<file path="config.mk">
export PLATFORM = sky130hd
export DESIGN_NAME = adder_operand_sequencer
export DESIGN_NICKNAME = d
export VERILOG_FILES = /design/src/rtl/adder_seq_pkg.sv /design/src/rtl/adder_operand_sequencer_settle_counter.sv /design/src/rtl/adder_operand_sequencer.sv
export SDC_FILE = /design/constraint.sdc
export NUM_CORES = 1
export LEC_CHECK = 0
export CAP_MARGIN = 40
export CELL_PAD_IN_SITES_DETAIL_PLACEMENT = 1
export CELL_PAD_IN_SITES_GLOBAL_PLACEMENT = 2
export CORE_MARGIN = 2
export CORE_UTILIZATION = 30
export CTS_CLUSTER_SIZE = 10
export DETAILED_ROUTE_END_ITERATION = 6
export PLACE_DENSITY_LB_ADDON = 0.1
export SYNTH_ARGS = -nofsm -noshare
export SYNTH_HDL_FRONTEND = slang
export SYNTH_HIERARCHICAL = 1
export SYNTH_SLANG_ARGS = --single-unit
export TNS_END_PERCENT = 1
</file>
<file path="constraint.sdc">
create_clock -name clk -period 6.29 [get_ports clk]
set_input_delay 1.258 -clock clk [delete_from_list [all_inputs] [get_ports clk]]
set_output_delay 1.258 -clock clk [all_outputs]
set_load 0.005 [all_outputs]
</file>
<file path="src/rtl/adder_seq_pkg.sv">
// Shared definitions for the adder operand sequencer: FSM state encoding,
// default build constants and the settle-counter width helper.
package adder_seq_pkg;

    typedef enum logic [1:0] {
        IDLE   = 2'd0,
        SETTLE = 2'd1,
        HOLD   = 2'd2
    } state_t;

    localparam int DEFAULT_WIDTH         = 4;
    localparam int DEFAULT_SETTLE_CYCLES = 8;

    // ceil(log2(cycles)) + 1 bits, so the reload value always fits
    function automatic int cnt_width(input int cycles);
        int w;
        w = 0;
        for (int i = 0; i < 31; i++) begin
            if ((1 << i) < cycles) begin
                w = i + 1;
            end
        end
        return w + 1;
    endfunction

endpackage

</file>
<file path="src/rtl/adder_operand_sequencer_settle_counter.sv">
// Down-counter that times the adder ripple settle window. Loaded on operand
// acceptance, decremented while ticking, and flags done when it has run out.
module settle_counter #(
    parameter int CNT_W = 4
) (
    input  logic             clk,
    input  logic             reset,
    input  logic             load,
    input  logic [CNT_W-1:0] load_value,
    input  logic             tick,
    output logic             done
);

    logic [CNT_W-1:0] cnt;

    // Reload on acceptance, otherwise count down to zero and stay there
    always_ff @(posedge clk or posedge reset) begin
        if (reset) begin
            cnt <= '0;
        end else if (load) begin
            cnt <= load_value;
        end else if (tick && (cnt != '0)) begin
            cnt <= cnt - 1'b1;
        end
    end

    assign done = tick && (cnt == '0);

endmodule

</file>
<file path="src/rtl/adder_operand_sequencer.sv">
// Control stage in front of the gate-delayed ripple adder. Registers an
// operand pair, holds it stable for SETTLE_CYCLES clocks, then captures the
// adder outputs and offers them downstream via valid/ready.
// Optional feature macro: STICKY_OVERFLOW_EN (adds ovf_clear / ovf_sticky).
module adder_operand_sequencer
    import adder_seq_pkg::*;
#(
    parameter int WIDTH         = DEFAULT_WIDTH,
    parameter int SETTLE_CYCLES = DEFAULT_SETTLE_CYCLES
) (
    input  logic             clk,
    input  logic             reset,
    input  logic             in_valid,
    output logic             in_ready,
    input  logic [WIDTH-1:0] in_a,
    input  logic [WIDTH-1:0] in_b,
    output logic [WIDTH-1:0] opA,
    output logic [WIDTH-1:0] opB,
    input  logic [WIDTH-1:0] add_sum,
    input  logic             add_carryout,
    input  logic             add_overflow,
    output logic             out_valid,
    input  logic             out_ready,
`ifdef STICKY_OVERFLOW_EN
    input  logic             ovf_clear,
    output logic             ovf_sticky,
`endif
    output logic [WIDTH-1:0] out_sum,
    output logic             out_carryout,
    output logic             out_overflow
);

    localparam int               CNT_W    = cnt_width(SETTLE_CYCLES);
    localparam logic [CNT_W-1:0] LOAD_VAL = CNT_W'(SETTLE_CYCLES - 1);

    state_t state_q;
    state_t state_d;
    logic   accept;
    logic   capture;
    logic   drain;
    logic   settle_done;

    settle_counter #(
        .CNT_W (CNT_W)
    ) u_settle_counter (
        .clk        (clk),
        .reset      (reset),
        .load       (accept),
        .load_value (LOAD_VAL),
        .tick       (state_q == SETTLE),
        .done       (settle_done)
    );

    // Ready depends on the state register alone, never on in_valid/out_ready
    assign in_ready = (state_q == IDLE);

    // State register
    always_ff @(posedge clk or posedge reset) begin
        if (reset) begin
            state_q <= IDLE;
        end else begin
            state_q <= state_d;
        end
    end

    // Next-state and handshake strobes
    always_comb begin
        state_d = state_q;
        accept  = 1'b0;
        capture = 1'b0;
        drain   = 1'b0;
        case (state_q)
            IDLE: begin
                if (in_valid) begin
                    accept  = 1'b1;
                    state_d = SETTLE;
                end
            end
            SETTLE: begin
                if (settle_done) begin
                    capture = 1'b1;
                    state_d = HOLD;
                end
            end
            HOLD: begin
                if (out_ready) begin
                    drain   = 1'b1;
                    state_d = IDLE;
                end
            end
            default: begin
                state_d = IDLE;
            end
        endcase
    end

    // Operand registers feeding the adder; change only on acceptance
    always_ff @(posedge clk or posedge reset) begin
        if (reset) begin
            opA <= '0;
            opB <= '0;
        end else if (accept) begin
            opA <= in_a;
            opB <= in_b;
        end
    end

    // Result capture once the ripple has settled; values persist after drain
    always_ff @(posedge clk or posedge reset) begin
        if (reset) begin
            out_sum      <= '0;
            out_carryout <= 1'b0;
            out_overflow <= 1'b0;
        end else if (capture) begin
            out_sum      <= add_sum;
            out_carryout <= add_carryout;
            out_overflow <= add_overflow;
        end
    end

    // Output valid: raised on capture, dropped when downstream takes it
    always_ff @(posedge clk or posedge reset) begin
        if (reset) begin
            out_valid <= 1'b0;
        end else if (capture) begin
            out_valid <= 1'b1;
        end else if (drain) begin
            out_valid <= 1'b0;
        end
    end

`ifdef STICKY_OVERFLOW_EN
    // Sticky overflow flag; a capture with overflow beats a same-edge clear
    always_ff @(posedge clk or posedge reset) begin
        if (reset) begin
            ovf_sticky <= 1'b0;
        end else if (capture && add_overflow) begin
            ovf_sticky <= 1'b1;
        end else if (ovf_clear) begin
            ovf_sticky <= 1'b0;
        end
    end
`endif

endmodule
</file>
==> results.md <==
* Status: finished clean
* Clk_lat worst skew at 300 ps
* Setup Viol. Count Final at 0
* Highest Signal Layer: met4
* Met2 WL at 969 µm
* Commonest non-fill, non-tap cells in the layout: clkdlybuf4s50_1, dfrtp_1, mux2_4
* Clock Power Share at 0.104
* # rows at 20
* Filler cells at 351
* Static Leak at 0.000610 µW
* Pins over their slew limit at 0
* Post-synthesis sequential area ratio at 0.525
* Arr. time, crit path at 1460 ps
* Critical path's slowest cell: dfrtp_1
* Die ar. at 3810 µm²
* Area of the multi-input gates at 442 µm²
* Maximum vdd drop at 0.187 mV
* Critical Path Sink Type: primary output
* Mapped Cells at 76
* GR Util All Layers at 0.123
* Netlist cell types at 30
* Period Utilization, post-route at 0.432
* Reg2Reg Depth at 4
* Number of stages on the worst setup path at 2
* Largest net degree at the start of global routing at 18
* Vias at 700
* DP Wirelength at 1490 µm
* Post-CTS Setup Repair Bufs at 0
* CTS tree: built
* Cts hold-fix bufs at 0
* Dominant cell type by area after synthesis: dfrtp_1
* Core ar. at 3100 µm²
* Clock skew at 3.21 ps
* Routed vias/inst at 4.46
* Avg Synthesized Cell Area at 13.2 µm²
* DRC viols at 0
* Startpoint types: flop
* Placed Instance Area at 1380 µm²
* Post-route cell area at 1400 µm²
* Power density over the cells at 447 nW/µm²
* Slew headroom at 0.450
* Synth top area share at 0.525
* Worst hold path class: flop to flop
* Int Pwr at 436 µW
* H-tree level count at 1
* Clock buffer depth at 2
* RSZ-0062 raised after global routing: no
* WL met1 at 920 µm
* Layout cell share with drive strength beyond 1 at 0.204
* Die Span Y at 61.8 µm
* Reg-to-Reg End: out_sum[1]
* Crit path max-delay family: flip-flops
* RePlAce Congestion at 0.676
* Routed Antenna Nets at 0
* Post-layout min period at 2720 ps
* Clock-pin slew on the worst setup and hold paths at 120 ps
* Vias in the first global route at 737
* Hold Fails Final Rpt at 0
* Hold WS at 507 ps
* Post-layout util at 0.452
* Crit path max fanout at 9
* Sequential share of power at 0.395
* Net Sw Power at 192 µW
* CP Buf/Inv Count at 1
* Hold_sp: out_sum[1]
* Register-to-register setup slack at 3830 ps
* Worst slew pin tran at 814 ps
* I/O Pins at 34
* Initial antenna violation count at 0
* Combinational share of power at 0.501
* Area taken by flip-flops and latches at 526 µm²
* Synth-to-Final Area Change at 40.1%
* Hold EP: out_sum[1]
* DRT Wirelength at 2030 µm
* Crit Path Category: flop to primary output
* Post-CTS sizing at 0
* Port-buffer cells at 33
* CTS Buf Count at 3
* Max_cap viols at 0
* Root Buffer Master: clkbuf_4
* Iter 0 DRT Violations at 11
* Router iterations before antenna repair at 2
* CP peak stage delay at 510 ps
* WL/cell at 12.9 µm
* Largest cells by area after synthesis: dfrtp_1, mux2_4, mux2_2
* Switch share at 0.305
* Global route overflow at 0
* Hold-critical path depth at 1
* Clock Sinks at 21
* Setup_tns at 0 ps
* Antenna Cells at 0
* Fin nets at 133
* Die Wd at 61.8 µm
* Global-route wire length before repair at 3390 µm
* Most common cell after layout, fill and taps aside: clkdlybuf4s50_1
* Initial Util at 0.323
* Worst flop-to-flop path startpoint: state_q[0]
* Yosys reg bits at 21
* F_max at 368 MHz
* WL met3 at 120 µm
* CP required at 5030 ps
* Cell Area, Synth at 1000 µm²
* YS warnings at 6
* CP cell instances: nor2_1, clkdlybuf4s50_1
==> layout make-up <==
class | instances | area share
Sequential cell | 21 | 0.375
Inverter | 4 | 0.0107
Clock inverter | 1 | 0.00357
Tap cell | 44 | 0.0393
Timing Repair Buffer | 34 | 0.241
Clock buffer | 3 | 0.0161
Multi-Input combinational cell | 50 | 0.315
==> worst reg2reg max path: cells and delay by family (launching register included) <==
kind | cells | cell delay, ps
mux | 1 | 350
flops | 1 | 550
simple gates | 3 | 1450
==> Yosys cell counts <==
master and n:
a21oi_1 5, a221o_1 1, a31o_2 1, and3_4 1, and4b_1 1, buf_1 1, buf_6 2, conb_1 2
dfrtp_1 21, ha_1 1, inv_1 4, mux2_1 1, mux2_2 5, mux2_4 8, nand2_1 3, nand2b_1 4
nand3b_4 1, nor2_1 1, nor2b_1 1, nor3_1 1, nor3b_1 1, nor3b_2 1, nor4b_1 1, nor4bb_1 1
o21ai_0 2, o21ai_1 1, o2bb2ai_1 1, o31a_1 1, or2b_1 1, or3b_4 1
==> sequential cells by signal, indices dropped and copies added (netlist names) <==
name	flops
opA	4
opB	4
out_carryout	1
out_overflow	1
out_sum	4
out_valid	1
state_q	2
u_settle_counter/cnt	4
==> per-stage QoR <==
stage / power, µW / std cells / setup WS (ps)
2_1_floorplan: 431 / 78 / 3960
3_3_place_gp: 561 / 153 / 3610
3_5_place_dp: 569 / 153 / 3560
4_1_cts: 638 / 157 / 3560
5_1_grt: 673 / 157 / 3480
6_report: 627 / 157 / 3570
==> power by group through the flow <==
stage	Combinational, µW	Clock [µW]	Sequential (µW)
6_report	314	65.3	248
5_1_grt	342	74.1	257
4_1_cts	320	69.5	249
3_5_place_dp	318	0	251
3_3_place_gp	311	0	250
2_1_floorplan	189	0	242
==> metal layers <==
layer / GRT usage / vias to the layer above
met1: 0.148 / 342
met3: 0.0497 / 2
li1: - / 335
met5: 0 / -
met2: 0.202 / 21
met4: 0.0365 / 0
==> how the worst max path moves through the flow <==
stage	slack, ps	endpoint	startpoint
floorplan	3960	u_settle_counter/cnt[3]	in_valid
global placement	3610	u_settle_counter/cnt[3]	in_valid
detailed placement	3560	u_settle_counter/cnt[3]	in_valid
CTS	3560	in_ready	state_q[0]
global route	3480	in_ready	state_q[0]
finish	3570	in_ready	state_q[0]
==> logic make-up after synthesis <==
logic type,Yosys count,synth area share
compound gates,12,0.0762
other cells,2,0.00750
buf+inv,7,0.0412
flops,21,0.525
simple gates,19,0.150
fa+ha+maj,1,0.0125
mux,14,0.188
(Power assumes the default switching activity.)
